**config.mk**
```make
export PLATFORM = sky130hd
export DESIGN_NAME = bt_move_tx
export DESIGN_NICKNAME = d
export VERILOG_FILES = /design/src/rtl/bt_pkg.sv /design/src/rtl/uart_tx_core.sv /design/src/rtl/bt_move_tx.sv
export SDC_FILE = /design/constraint.sdc
export NUM_CORES = 1
export LEC_CHECK = 0
export BUFFER_PORTS_ARGS = -buffer_cell sky130_fd_sc_hd__buf_2
export CORE_ASPECT_RATIO = 1.25
export CORE_MARGIN = 4
export CORE_UTILIZATION = 45
export CTS_CLUSTER_SIZE = 28
export DETAILED_ROUTE_END_ITERATION = 10
export GPL_ROUTABILITY_DRIVEN = 0
export PLACE_DENSITY = 0.66
export SYNTH_ARGS = -nofsm -noshare
export SYNTH_HDL_FRONTEND = slang
export SYNTH_SLANG_ARGS = --single-unit
```
**constraint.sdc**
```tcl
create_clock -name clk -period 1.7 [get_ports clk]
set_input_delay 0.425 -clock clk [delete_from_list [all_inputs] [get_ports clk]]
set_output_delay 0.425 -clock clk [all_outputs]
set_load 0.05 [all_outputs]
```
**src/rtl/bt_pkg.sv**
```systemverilog
// Shared constants and FSM state types for the Bluetooth move link (tx and rx sides).
// Latency: n/a (declarations only).
// Backpressure: n/a.
package bt_pkg;

  // Packet framing shared with the receive-side decoder
  localparam logic [7:0] BT_HDR     = 8'hAA;
  localparam int         BT_PKT_LEN = 5;

  // Packet sequencer: accept, present byte to core, wait for it, report completion
  typedef enum logic [1:0] {
    PKT_IDLE = 2'd0,
    PKT_LOAD = 2'd1,
    PKT_WAIT = 2'd2,
    PKT_DONE = 2'd3
  } pkt_state_e;

  // UART 8N1 byte serialiser
  typedef enum logic [1:0] {
    TX_IDLE  = 2'd0,
    TX_START = 2'd1,
    TX_DATA  = 2'd2,
    TX_STOP  = 2'd3
  } tx_state_e;

endpackage

```
**src/rtl/uart_tx_core.sv**
```systemverilog
// UART 8N1 byte serialiser on a 16x oversample tick (one tick = DVSR clk).
// Latency: tx goes low 1 clk after the START state is entered; byte_done is registered, 1 clk after STOP ends.
// Backpressure: start is only honoured while idle; callers must wait for byte_done.
module uart_tx_core
  import bt_pkg::*;
#(
  parameter int DVSR       = 27,
  parameter int DATA_WIDTH = 8,
  parameter int SB_TICK    = 16
) (
  input  logic                  clk,
  input  logic                  rst,
  input  logic                  start,
  input  logic [DATA_WIDTH-1:0] din,
  output logic                  tx,
  output logic                  byte_done,
  output logic                  idle
);

  localparam int CW = (DVSR > 1) ? $clog2(DVSR) : 1;
  localparam int SW = (SB_TICK > 16) ? $clog2(SB_TICK) : 4;
  localparam int NW = (DATA_WIDTH > 1) ? $clog2(DATA_WIDTH) : 1;

  tx_state_e             state_q, state_d;
  logic [CW-1:0]         cnt_q, cnt_d;
  logic [SW-1:0]         s_q, s_d;
  logic [NW-1:0]         n_q, n_d;
  logic [DATA_WIDTH-1:0] b_q, b_d;
  logic                  tx_q, tx_d;
  logic                  done_q, done_d;
  logic                  tick;

  // Oversample tick: counter parked at 0 while idle so every byte starts phase-aligned
  assign tick = (state_q != TX_IDLE) && (cnt_q == CW'(DVSR - 1));

  // Tick counter next value
  always_comb begin
    cnt_d = cnt_q + CW'(1);
    if (state_q == TX_IDLE || tick) cnt_d = '0;
  end

  // State, counters, shift register and registered outputs
  always_ff @(posedge clk) begin
    if (rst) begin
      state_q <= TX_IDLE;
      cnt_q   <= '0;
      s_q     <= '0;
      n_q     <= '0;
      b_q     <= '0;
      tx_q    <= 1'b1;
      done_q  <= 1'b0;
    end else begin
      state_q <= state_d;
      cnt_q   <= cnt_d;
      s_q     <= s_d;
      n_q     <= n_d;
      b_q     <= b_d;
      tx_q    <= tx_d;
      done_q  <= done_d;
    end
  end

  // Next state: 16 ticks per start/data bit, SB_TICK ticks of stop
  always_comb begin
    state_d = state_q;
    s_d     = s_q;
    n_d     = n_q;
    b_d     = b_q;
    case (state_q)
      TX_IDLE: begin
        if (start) begin
          state_d = TX_START;
          s_d     = '0;
          b_d     = din;
        end
      end
      TX_START: begin
        if (tick) begin
          if (s_q == SW'(15)) begin
            state_d = TX_DATA;
            s_d     = '0;
            n_d     = '0;
          end else begin
            s_d = s_q + SW'(1);
          end
        end
      end
      TX_DATA: begin
        if (tick) begin
          if (s_q == SW'(15)) begin
            s_d = '0;
            b_d = b_q >> 1;
            if (n_q == NW'(DATA_WIDTH - 1)) state_d = TX_STOP;
            else                            n_d     = n_q + NW'(1);
          end else begin
            s_d = s_q + SW'(1);
          end
        end
      end
      TX_STOP: begin
        if (tick) begin
          if (s_q == SW'(SB_TICK - 1)) state_d = TX_IDLE;
          else                         s_d     = s_q + SW'(1);
        end
      end
      default: state_d = TX_IDLE;
    endcase
  end

  // Output decode from the current state; registered above so tx is glitch-free
  always_comb begin
    tx_d   = 1'b1;
    done_d = 1'b0;
    case (state_q)
      TX_START: tx_d = 1'b0;
      TX_DATA:  tx_d = b_q[0];
      TX_STOP:  done_d = tick && (s_q == SW'(SB_TICK - 1));
      default:  tx_d = 1'b1;
    endcase
  end

  assign tx        = tx_q;
  assign byte_done = done_q;
  assign idle      = (state_q == TX_IDLE);

endmodule

```
**src/rtl/bt_move_tx.sv**
```systemverilog
// Frames one move (x, y, btn) as AA x y btn chk and sends it as UART 8N1 on tx.
// Latency: start bit 2 clk after accept; 2 idle clk between bytes; tx_done 1 clk before ready returns.
// Backpressure: send is accepted only while ready; sends while busy are dropped (no queue).
module bt_move_tx
  import bt_pkg::*;
#(
  parameter int DVSR       = 27,
  parameter int DATA_WIDTH = 8,
  parameter int SB_TICK    = 16
) (
  input  logic                  clk,
  input  logic                  rst,
  input  logic                  send,
  input  logic [DATA_WIDTH-1:0] x,
  input  logic [DATA_WIDTH-1:0] y,
  input  logic [DATA_WIDTH-1:0] btn,
  output logic                  ready,
  output logic                  busy,
  output logic                  tx,
  output logic                  tx_done
);

  localparam int IW = $clog2(BT_PKT_LEN);

  pkt_state_e            state_q, state_d;
  logic [IW-1:0]         idx_q, idx_d;
  logic [DATA_WIDTH-1:0] x_q, x_d, y_q, y_d, btn_q, btn_d;
  logic [DATA_WIDTH-1:0] chk, byte_sel;
  logic                  core_start, core_done, core_idle;

  // Checksum is taken from the captured move, so input changes after accept cannot leak in
  assign chk = x_q ^ y_q ^ btn_q;

  // Byte presented to the serialiser for the current packet position
  always_comb begin
    byte_sel = DATA_WIDTH'(BT_HDR);
    case (idx_q)
      IW'(1):  byte_sel = x_q;
      IW'(2):  byte_sel = y_q;
      IW'(3):  byte_sel = btn_q;
      IW'(4):  byte_sel = chk;
      default: byte_sel = DATA_WIDTH'(BT_HDR);
    endcase
  end

  // Packet state, byte index and captured move
  always_ff @(posedge clk) begin
    if (rst) begin
      state_q <= PKT_IDLE;
      idx_q   <= '0;
      x_q     <= '0;
      y_q     <= '0;
      btn_q   <= '0;
    end else begin
      state_q <= state_d;
      idx_q   <= idx_d;
      x_q     <= x_d;
      y_q     <= y_d;
      btn_q   <= btn_d;
    end
  end

  // Packet sequencing: capture on accept, then one LOAD/WAIT pair per byte
  always_comb begin
    state_d = state_q;
    idx_d   = idx_q;
    x_d     = x_q;
    y_d     = y_q;
    btn_d   = btn_q;
    case (state_q)
      PKT_IDLE: begin
        if (send) begin
          state_d = PKT_LOAD;
          idx_d   = '0;
          x_d     = x;
          y_d     = y;
          btn_d   = btn;
        end
      end
      PKT_LOAD: begin
        if (core_idle) state_d = PKT_WAIT;
      end
      PKT_WAIT: begin
        if (core_done) begin
          if (idx_q == IW'(BT_PKT_LEN - 1)) begin
            state_d = PKT_DONE;
          end else begin
            state_d = PKT_LOAD;
            idx_d   = idx_q + IW'(1);
          end
        end
      end
      PKT_DONE: begin
        state_d = PKT_IDLE;
        idx_d   = '0;
      end
      default: state_d = PKT_IDLE;
    endcase
  end

  // Handshake and completion outputs decoded from the packet state
  always_comb begin
    ready      = (state_q == PKT_IDLE);
    busy       = (state_q != PKT_IDLE);
    tx_done    = (state_q == PKT_DONE);
    core_start = (state_q == PKT_LOAD) && core_idle;
  end

  uart_tx_core #(
    .DVSR       (DVSR),
    .DATA_WIDTH (DATA_WIDTH),
    .SB_TICK    (SB_TICK)
  ) u_core (
    .clk       (clk),
    .rst       (rst),
    .start     (core_start),
    .din       (byte_sel),
    .tx        (tx),
    .byte_done (core_done),
    .idle      (core_idle)
  );

endmodule

```
# After elaboration in Yosys (flattened, before gate mapping)
# Cells that the tools add are included.
[totals]
output_inout_bits = 4
regBits = 53
input_bits = 27
word_cells = 104
[op_classes]
n_reduce_logical = 21
n_eq_ne = 28
n_bitwise = 3
mux = 36
add_sub_neg = 4
[ops]
columns = ["cell", "n"]
rows = [
  ["$pmux 8 s4", 1],
  ["$mux 2", 12],
  ["$mux 3", 8],
  ["$mux 8", 3],
  ["$mux 4", 5],
  ["$ne 2x1->1 const B", 9],
  ["$pmux 2 s4", 2],
  ["$pmux 8 s2", 1],
  ["$xor 8x8->8", 2],
  ["$ne 2x2->1 const B", 6],
  ["$pmux 4 s3", 1],
  ["$reduce_and 4->1", 3],
  ["$pmux 3 s3", 1],
  ["$eq 2x2->1 const B", 4],
  ["$reduce_and 8->1", 1],
  ["$reduce_bool 2->1", 4],
  ["$add 3x1->3 const B", 2],
  ["$eq 3x2->1 const B", 2],
  ["$eq 3x3->1 const B", 2],
  ["$pmux 3 s2", 1],
  ["$reduce_and 6->1", 1],
  ["$reduce_or 2->1", 3],
  ["$add 5x1->5 const B", 1],
  ["$eq 5x5->1 const B", 1],
  ["other kinds (12)", 16],
]

# Logic depth before layout (Yosys ltp)
[depth]
ltp_word = 5
depth_mapped = 8
ltp_nobuf = 6

# Modules after synthesis
# From an unflattened synthesis, not the netlist that was laid out.
[hier_totals]
hier_cells = 344
area_unflattened_um2 = 2947.8
[modules_own_cells]
columns = ["mod", "area_per_inst_um2", "seq_area_each_um2", "cells_per_inst", "instances"]
rows = [
  ["bt_move_tx", 1589.0, 580.6, 195, 1],
  ["uart_tx_core", 1358.8, 480.5, 149, 1],
]

# Worst setup path before layout
# Ideal clock, no wire load.
[synth_path]
kind = "register to register"
startpoint = "register u_core.state_q[0]"
endpoint = "register u_core.s_q[0]"
setup_ps = 80
n_path_buf = 1
t_arrival_ps = 1796
period_less_slack_ps = 1876
stages_incl_launch_ff = 7
slack_ps = -176
cell_sequence = "dfxtp_1 > inv_1 > ha_1 > clkbuf_2 > o32a_1 > or3_1 > a211oi_2"
[synth_between]
elab_chain_cells = 4
word_cells_on_any_way = 14
cone_classes = "7 x eq/ne; 1 x mux; 6 x reduce/logical"
[synth_rtl]
columns = ["element", "line", "text"]
rows = [
  ["start, declared", "uart_tx_core.sv:24", "tx_state_e state_q, state_d;"],
  ["start signal, assigned", "uart_tx_core.sv:53", "state_q <= state_d;"],
  ["$eq 2x1->1 (tied with other cells)", "uart_tx_core.sv:69", "case (state_q)"],
  ["$reduce_or 2->1 (no source line) (tied with other cells)", "n/a", ""],
  ["$ne 2x1->1 (no source line) / $ne 2x2->1 (equally long branches)", "n/a", ""],
  ["$reduce_and 4->1 (no source line)", "n/a", ""],
  ["end signal, assigned", "uart_tx_core.sv:47", "s_q <= '0;"],
  ["end signal, assigned", "uart_tx_core.sv:55", "s_q <= s_d;"],
  ["end, declared", "uart_tx_core.sv:26", "logic [SW-1:0] s_q, s_d;"],
]
# Several ways; a longest one is shown, not always the timed one.
# A chain may end at the register's enable or synchronous reset.

# Worst setup path in the final report
[layout_path]
startpoint = "register u_core.n_q[0]"
endpoint = "register u_core.state_q[0]"
[layout_between]
elab_chain_cells = 3
[layout_rtl]
columns = ["element", "line", "text"]
rows = [
  ["start, declared", "uart_tx_core.sv:27", "logic [NW-1:0] n_q, n_d;"],
  ["start signal, assigned", "uart_tx_core.sv:56", "n_q <= n_d;"],
  ["$eq 3x3->1", "uart_tx_core.sv:93", "if (n_q == NW'(DATA_WIDTH - 1)) state_d = TX_STOP;"],
  ["$ne 2x1->1 (no source line)", "n/a", ""],
  ["$reduce_and 8->1 (no source line)", "n/a", ""],
]
# Every way passes these cells.

==> impl_results.md <==
* Run status: finished clean
* Cell Count, Final, Fillers Out at 519
* Design area at 3953 sq um
* Post-DP HPWL at 5359 um
* Top cell type's share of synthesized area at 35.53%
* PD cells at 1343 nW/um^2
* Num CTS Buffers at 5
* Drt pass-1 iters at 4
* Reg2reg path depth at 6
* Count of input and output buffers at 30
* Layout cell share with drive strength beyond 1 at 32.26%
* Total GRT Usage at 19.04%
* Hold path depth at 3
* CTS max path bufs at 2
* Predominant post-synthesis flop cell: dfxtp_1
* Hold-fix buffers, CTS at 0
* Routed length per instance at 14.36 um
* LEAKAGE at 1.644 nW
* Largest net degree at the start of global routing at 45
* Final Hold Vio Count at 0
* Period minus WS final at 1679 ps
* Flops & latches, synth at 53
* Fin. max-slew vios at 0
* ANT nets after route at 0
* Adder-cell share of the synthesized area at 7.541%
* Vias in the first global route at 2,730
* Worst-path clk slew at 100 ps
* Worst slew pin tran at 382.4 ps
* Synth async-reset ratio at 0%
* Critical Path AT at 1890 ps
* Largest family of logic cells by synthesized area: simple AND/OR/NAND/NOR gates
* Crit path max fanout at 4
* Mapped Nets at 408
* Cell Area, Synth at 2987 sq um
* Starting DRC count in detailed routing at 80
* Final Net Count at 478
* Fin util at 62.48%
* Global route overflow at 0
* Critical path capture point type: flop
* Worst Hold Class: primary input to flop
* Mapped Cells at 363
* Later-pin clock latency in the skew report at 310 ps
* Synth area leader: dfxtp_1
* DR vias/cell at 5.493
* Dpl cell area at 3496 sq um
* Die ar. at 8013 sq um
* First-pass GRT wire length at 12,320 um
* Multiplexer share of the synthesized area at 0%
* DIE WIDTH at 80.87 um
* Number of flops mapped to enable cells by yosys at 0
* CP Class: flop to flop
* Startpoint Class: flop
* Simple-Gate Fraction of Synth Area at 25.68%
* Yosys warns at 0
* Synth unique cells at 54
* CTS tree: done
* Area Overhead vs Synth at 32.34%
* CTS H-tree depth at 2
* CTS root buf: clkbuf_8
* Drt drc at 0
* R2R Setup Slk at 20 ps
* Final setup fails at 0
* Post-synthesis compound-gate area fraction at 22.83%
* Req. time, crit path at 1910 ps
* Relative slew slack at 74.51%
* Most common cell in the synthesized netlist: nand2_1
* Final Cycle Share at 98.76%
* Die height at 99.09 um
* Synth cell count leaders: 69 x nand2_1, 53 x dfxtp_1, 32 x a21oi_1
* # rows at 32
* Sequential cell area fraction in the yosys report at 35.53%
* Fmax achieved at 595.6 MHz
* Initial Util at 47.21%
* Maxcap violations at 0
* Io pins at 31
* Via count at 2,851
* Max VDD drop at 0.8939 mV
* Mean post-synth cell area at 8.228 sq um
* Worst Skew at 4.270 ps
* Routed wire length at 7452 um
* # diodes at 0
* Unrepaired setup endpoints after global routing: yes
* Clock Sinks at 53
* Initial antenna violation count at 0
* Post-Synth XOR/XNOR Area at 3.226%
* Synth top area cells: dfxtp_1 36%, nand2_1 8.7%, ha_1 7.5%
* Placed Cells at 500
* Core footprint at 6326 sq um
[worst paths after layout]
path / start / endpoint
min reg2reg: y_q[5] / y_q[5]
min: x[0] / x_q[0]
max reg2reg: u_core.n_q[0] / u_core.state_q[0]
max: u_core.n_q[0] / u_core.state_q[0]
[where the power goes]
part / internal, mW / total, mW / switching [mW] / leakage [nW]
logic: 1.30 / 2.73 / 1.43 / 1.15
clock network: 0.441 / 0.889 / 0.448 / 0.0543
registers: 1.50 / 1.69 / 0.189 / 0.437
[what timing repair did]
action | CTS | global route
endpoints found under the setup margin | 18 | 20
buffers inserted | 2 | 9
pin swaps | 7 | 20
gates resized for setup | 21 | 45
[worst max-delay path, stage by stage (launching register included)]
cell and delay, ps:
dfxtp_1 410, ha_1 170, ha_1 210, inv_1 80, a21oi_1 350, a21oi_2 110, a311oi_2 240
[state kept, by name, summed over array words and instances, names as in the netlist]
signal,count
btn_q,8
idx_q,3
state_q,2
u_core.b_q,8
u_core.byte_done,1
u_core.cnt_q,5
u_core.n_q,3
u_core.s_q,4
u_core.state_q,2
u_core.tx,1
x_q,8
y_q,8
[placed cells by master (no fill, tap or decap), types with 8 or more instances in the layout]
cell	n
a21oi_1	29
and3_1	8
and3b_1	8
buf_2	28
buf_4	48
dfxtp_1	45
ha_1	8
ha_4	9
inv_1	11
inv_2	8
nand2_1	69
nand3_1	8
nor2_1	11
[cell families after synthesis]
| logic type | after synthesis |
|---|---|
| AO/OA/AOI/OAI | 97 |
| XOR/XNOR | 11 |
| adder cells (fa/ha/maj) | 18 |
| buffers and inverters | 38 |
| flip-flops | 53 |
| AND/OR/NAND/NOR | 146 |
[area by class of cell]
type	count	area, sq um
Clock buffer	5	68.82
Clock inverter	3	46.29
Fill cell	600	2374
Inverter	19	71.32
Multi-Input combinational cell	272	1993
Sequential cell	53	1074
Tap cell	85	106.4
Timing Repair Buffer	82	593.1
[metal layers]
| layer | GRT usage [%] | vias up | wire length, um |
|---|---|---|---|
| met5 | 0 | - | 0 |
| met4 | 6.242 | 0 | 124 |
| met2 | 34.60 | 45 | 3974 |
| met3 | 3.382 | 11 | 214 |
| met1 | 21.99 | 1350 | 3139 |
| li1 | - | 1445 | - |
[stage by stage]
step           hold WS, ps  setup TNS (ps)  worst slack [ps]  power, mW
2_1_floorplan        429.7          -213.6            -116.6      3.060
3_3_place_gp         464.2          -271.4            -65.27      3.878
3_5_place_dp         468.2          -777.0            -112.5      3.914
4_1_cts              328.7          -30.98            -19.69      5.011
5_1_grt              329.1          -159.5            -53.22      5.651
6_report             334.1               0             21.05      5.308
Note: power is estimated with default switching activity, not from simulation.
